==> config.mk <==
export PLATFORM = sky130hd
export DESIGN_NAME = systolic_skew_feeder
export DESIGN_NICKNAME = d
export VERILOG_FILES = /design/src/rtl/systolic_skew_feeder.sv
export SDC_FILE = /design/constraint.sdc
export NUM_CORES = 1
export LEC_CHECK = 0
export CORE_ASPECT_RATIO = 1.75
export CORE_UTILIZATION = 43
export CTS_BUF_LIST = sky130_fd_sc_hd__clkbuf_16
export CTS_CLUSTER_DIAMETER = 200
export DETAILED_ROUTE_END_ITERATION = 10
export PLACE_DENSITY = 0.73
export REMOVE_ABC_BUFFERS = 1
export SKIP_LAST_GASP = 1
export SLEW_MARGIN = 15
export SYNTH_ARGS = -nofsm -noshare
export SYNTH_HDL_FRONTEND = slang
export SYNTH_SLANG_ARGS = --single-unit
==> constraint.sdc <==
create_clock -name clk -period 1.3 [get_ports clk]
set_input_delay 0.195 -clock clk [delete_from_list [all_inputs] [get_ports clk]]
set_output_delay 0.195 -clock clk [all_outputs]
set_load 0.1 [all_outputs]
==> src/rtl/systolic_skew_feeder.sv <==
// rtl/systolic_skew_feeder.sv - k-slice skew feeder and start-code sequencer for an NxN systolic array
module systolic_skew_feeder #(
  parameter int DATAWIDTH = 8,
  parameter int N         = 4,
  parameter int K         = 4
) (
  input  logic                   clk,
  input  logic                   rst,
  input  logic                   in_valid,
  output logic                   in_ready,
  input  logic [N*DATAWIDTH-1:0] a_vec,
  input  logic [N*DATAWIDTH-1:0] b_vec,
  output logic [N*DATAWIDTH-1:0] a_edge,
  output logic [N*DATAWIDTH-1:0] b_edge,
  output logic [1:0]             start,
  output logic                   busy,
  output logic                   done
);

  localparam int BW = $clog2(K + 1);
  localparam int FW = $clog2(2 * N);

  localparam logic [1:0] START_COMPUTE = 2'b00;
  localparam logic [1:0] START_OUTPUT  = 2'b10;
  localparam logic [1:0] START_HOLD    = 2'b11;

  typedef enum logic [1:0] {IDLE, FEED, FLUSH, DRAIN} state_t;

  state_t        state, state_nx;
  logic [BW-1:0] beat_cnt, beat_cnt_nx;
  logic [FW-1:0] flush_cnt, flush_cnt_nx;
  logic [1:0]    start_nx;
  logic          accept;

  assign in_ready = rst && (state == IDLE || state == FEED);
  assign accept   = in_valid && in_ready;
  assign busy     = (state != IDLE);

  always_comb begin
    state_nx     = state;
    beat_cnt_nx  = beat_cnt;
    flush_cnt_nx = flush_cnt;
    case (state)
      IDLE: begin
        if (accept) begin
          beat_cnt_nx  = BW'(1);
          flush_cnt_nx = '0;
          state_nx     = (K == 1) ? FLUSH : FEED;
        end
      end
      FEED: begin
        if (accept) begin
          beat_cnt_nx = beat_cnt + BW'(1);
          if (beat_cnt == BW'(K - 1)) begin
            state_nx     = FLUSH;
            flush_cnt_nx = '0;
          end
        end
      end
      FLUSH: begin
        // 2N-1 cycles lets the last element cross to pe(N-1,N-1)
        if (flush_cnt == FW'(2 * N - 2)) state_nx = DRAIN;
        else flush_cnt_nx = flush_cnt + FW'(1);
      end
      default: begin
        state_nx     = IDLE;
        beat_cnt_nx  = '0;
        flush_cnt_nx = '0;
      end
    endcase
  end

  always_comb begin
    start_nx = START_HOLD;
    case (state_nx)
      FEED, FLUSH: start_nx = START_COMPUTE;
      DRAIN:       start_nx = START_OUTPUT;
      default:     start_nx = START_HOLD;
    endcase
  end

  always_ff @(posedge clk or negedge rst) begin
    if (!rst) begin
      state     <= IDLE;
      beat_cnt  <= '0;
      flush_cnt <= '0;
      start     <= START_HOLD;
      done      <= 1'b0;
    end else begin
      state     <= state_nx;
      beat_cnt  <= beat_cnt_nx;
      flush_cnt <= flush_cnt_nx;
      start     <= start_nx;
      done      <= (state == DRAIN);
    end
  end

  // Lane i is delayed i+1 cycles; non-accept cycles inject zero bubbles
  for (genvar i = 0; i < N; i++) begin : g_lane
    logic [DATAWIDTH-1:0] a_pipe [i+1];
    logic [DATAWIDTH-1:0] b_pipe [i+1];

    always_ff @(posedge clk or negedge rst) begin
      if (!rst) begin
        for (int s = 0; s <= i; s++) begin
          a_pipe[s] <= '0;
          b_pipe[s] <= '0;
        end
      end else begin
        a_pipe[0] <= accept ? a_vec[i*DATAWIDTH +: DATAWIDTH] : '0;
        b_pipe[0] <= accept ? b_vec[i*DATAWIDTH +: DATAWIDTH] : '0;
        for (int s = 1; s <= i; s++) begin
          a_pipe[s] <= a_pipe[s-1];
          b_pipe[s] <= b_pipe[s-1];
        end
      end
    end

    assign a_edge[i*DATAWIDTH +: DATAWIDTH] = a_pipe[i];
    assign b_edge[i*DATAWIDTH +: DATAWIDTH] = b_pipe[i];
  end

endmodule

==> run metrics <==
Sink Count 171; synthesis-stage register bit count approximately 170; Die Span X 86.62 um; final hold viol count 0; Crit. End Element output pin; failing checks negative setup slack; largest net degree at the start of global routing 167; Final TNS setup -9434 ps; Most Crowded Layer GR met2; Worst-path clk slew ~70 ps; first-iteration detailed-routing DRC count around 130; Final nets about 540; Worst setup SP type register; HP Class in2reg; total grt overflow 0; Reg2Reg Depth 6; multi-input logic area just under 800 sq um; Distinct cells, synth 31; total wire length between 10000 and 15000 um; wire per inst ~16 um; I/O pin cnt roughly 140; period utilisation layout 1.178; met2 GRT Util 0.2750; Sequential Power Share 0.416; First-pass DRT Iterations 5; n_diodes 0; Register Area 4283 sq um; antenna viol nets, final 0; RSZ-0062 raised after global routing yes; Crit Path Category reg2out; met1 usage 0.1510; Core Util, Final 0.6917; Final Skew slightly below 8 ps; cts bufs inserted 17; worst vdd ir between 1 and 1.5 mV; Slew HR 0.4940; crit-path max FO 3; Seq/Total Area, Yosys 0.7947; Worst Setup Slack, final -231.2 ps; layout cells sized above 1 0.3424; worst path arrival time between 1000 and 1500 ps; Least-Margin Pin Slew around 760 ps; Std-Cell Rows 53; DP Wirelength 5995 um; initial antenna violation count 0; number of vias per cell about 4.2; Fmax roughly 650 MHz; RD Place Congestion between 0.7 and 0.8; Die ar. 13000 sq um; fin. max-slew vios 0; commonest non-fill, non-tap cells in the layout dfrtp_1 (168), buf_12 (72), clkdlybuf4s50_1 (65), and2_1 (52), clkbuf_16 (20); CTS root buf clkbuf_16; Sw Pwr around 4.1 mW; drt drc 0; total power between 10 and 15 mW; P_int between 10 and 15 mW; core area about 12000 sq um; first-pass GRT wire length 14290 um; Synth Instances around 330; clock power share 0.360; Cell Area, Synth roughly 5400 sq um; WHS Path Cells 4; CTS Buffer Depth 2; Fill cells around 800; number of global-route vias before repair between 2000 and 3000; Port Buffers 135; Finished Layout Cells between 600 and 700; Die Height around 150 um; Max-cap violations 0; clock latency on the worst-skew pair 410 ps; Mean Syn Cell Area approximately 16 sq um; htree depth 4; power density cells around 1700 nW/um^2; Comb pwr share 0.224; Sw Ratio 0.2886; Starting Density 0.4440; worst hold slack 283.3 ps; Worst Path Required around 1100 ps; grt met3 use 0.06012; CTS tree built; Setup violations, final 70; status finished with violations; total track usage 0.1547; vias 2723; Leak 4.024 nW; commonest non-fill, non-tap cell in the layout dfrtp_1; placed cells slightly below 600; Ys Warns 0; area delta synth->final 55.81%; clock period minus worst slack between 1500 and 2000 ps
flip-flops by register name (all words and copies together), names as in the netlist:
signal,count
g_lane.a_pipe,56
start,2
b_edge,24
flush_cnt,3
a_edge,24
beat_cnt,3
done,1
state,2
g_lane.b_pipe,56
logic make-up (layout without fill, tap and decap cells):
logic type	after synthesis	in the layout	share of synthesized area
compound gates	12	12	0.02067
buf+inv	62	206	0.07989
flops	171	171	0.7947
simple gates	82	82	0.09313
fa+ha+maj	5	5	0.01161
synth_stat cells:
master	number	area (sq um)
dfrtp_1	169	4229
and2_1	64	400.4
buf_4	48	360.4
clkbuf_1	5	18.77
ha_1	5	62.56
inv_1	4	15.01
nand2_1	4	15.01
nand2b_1	4	25.02
nand3_1	3	15.01
a21o_1	2	15.01
buf_2	2	10.01
buf_6	2	22.52
dfstp_2	2	52.55
a21bo_2	1	10.01
a21oi_1	1	5.000
a31oi_1	1	6.260
a31oi_4	1	21.27
and2b_1	1	7.510
and3_1	1	6.260
and3b_1	1	8.760
inv_2	1	3.750
nand3b_1	1	7.510
nor2_1	1	3.750
nor2b_1	1	6.260
o21ai_0	1	5.000
o221ai_1	1	8.760
o2bb2ai_1	1	8.760
o311a_1	1	10.01
o311ai_1	1	8.760
o31ai_2	1	12.51
or2_2	1	6.260
what timing repair did:
item	in CTS	in global routing
pin swaps	2	2
endpoints found under the setup margin	11	158
setup buffers	5	6
resized for setup	13	30
endpoints found under the hold margin	13	0
hold buffers	2	0
cloned	0	6
routing by layer:
metal	vias up	wire, um	part of all wire
met5	-	0	0
li1	1249	-	-
met2	92	5888	0.59
met1	1364	3279	0.33
met3	18	541	0.054
met4	0	297	0.030
per-stage QoR:
stage,area [sq um],worst slack [ps]
after detailed placement,7385,-322.1
after CTS,8110,-252.7
after global placement,7385,-248.0
final,8394,-231.2
after floorplan,4976,-868.2
after global routing,8394,-279.2
critical path, cell delays in order (launching register included):
cell and delay [ps]:
dfrtp_1 390, buf_6 120, and2b_1 220, buf_12 180
cell type report:
| class | count | area share |
|---|---|---|
| sequential | 171 | 0.5102 |
| timing repair buffer | 170 | 0.2971 |
| multi-input combinational | 99 | 0.09316 |
| clock buffer | 17 | 0.05068 |
| tap | 165 | 0.02459 |
| clock inverter | 14 | 0.02206 |
| inverter | 5 | 0.002236 |
power by group through the flow:
| stage | combinational [mW] | clock (mW) | sequential [mW] |
|---|---|---|---|
| 4_1_cts | 2.98 | 5.26 | 5.94 |
| 5_1_grt | 3.34 | 5.49 | 5.97 |
| 3_3_place_gp | 2.73 | 0 | 6.03 |
| 3_5_place_dp | 2.80 | 0 | 6.06 |
| 6_report | 3.20 | 5.14 | 5.94 |
| 2_1_floorplan | 0.494 | 0 | 6.99 |
worst paths after layout:
path / slack (ps) / from / endpoint
max: -230 / state[1] / in_ready
min: 280 / rst / beat_cnt[0]
max reg2reg: -230 / state[1] / start[1]
min reg2reg: 340 / g_lane[3].b_pipe[26] / g_lane[3].b_pipe[18]
max in group asynchronous: 170 / rst / b_edge[30]
min in group asynchronous: 290 / rst / state[1]
No activity file was read; power rests on OpenSTA's default activity.
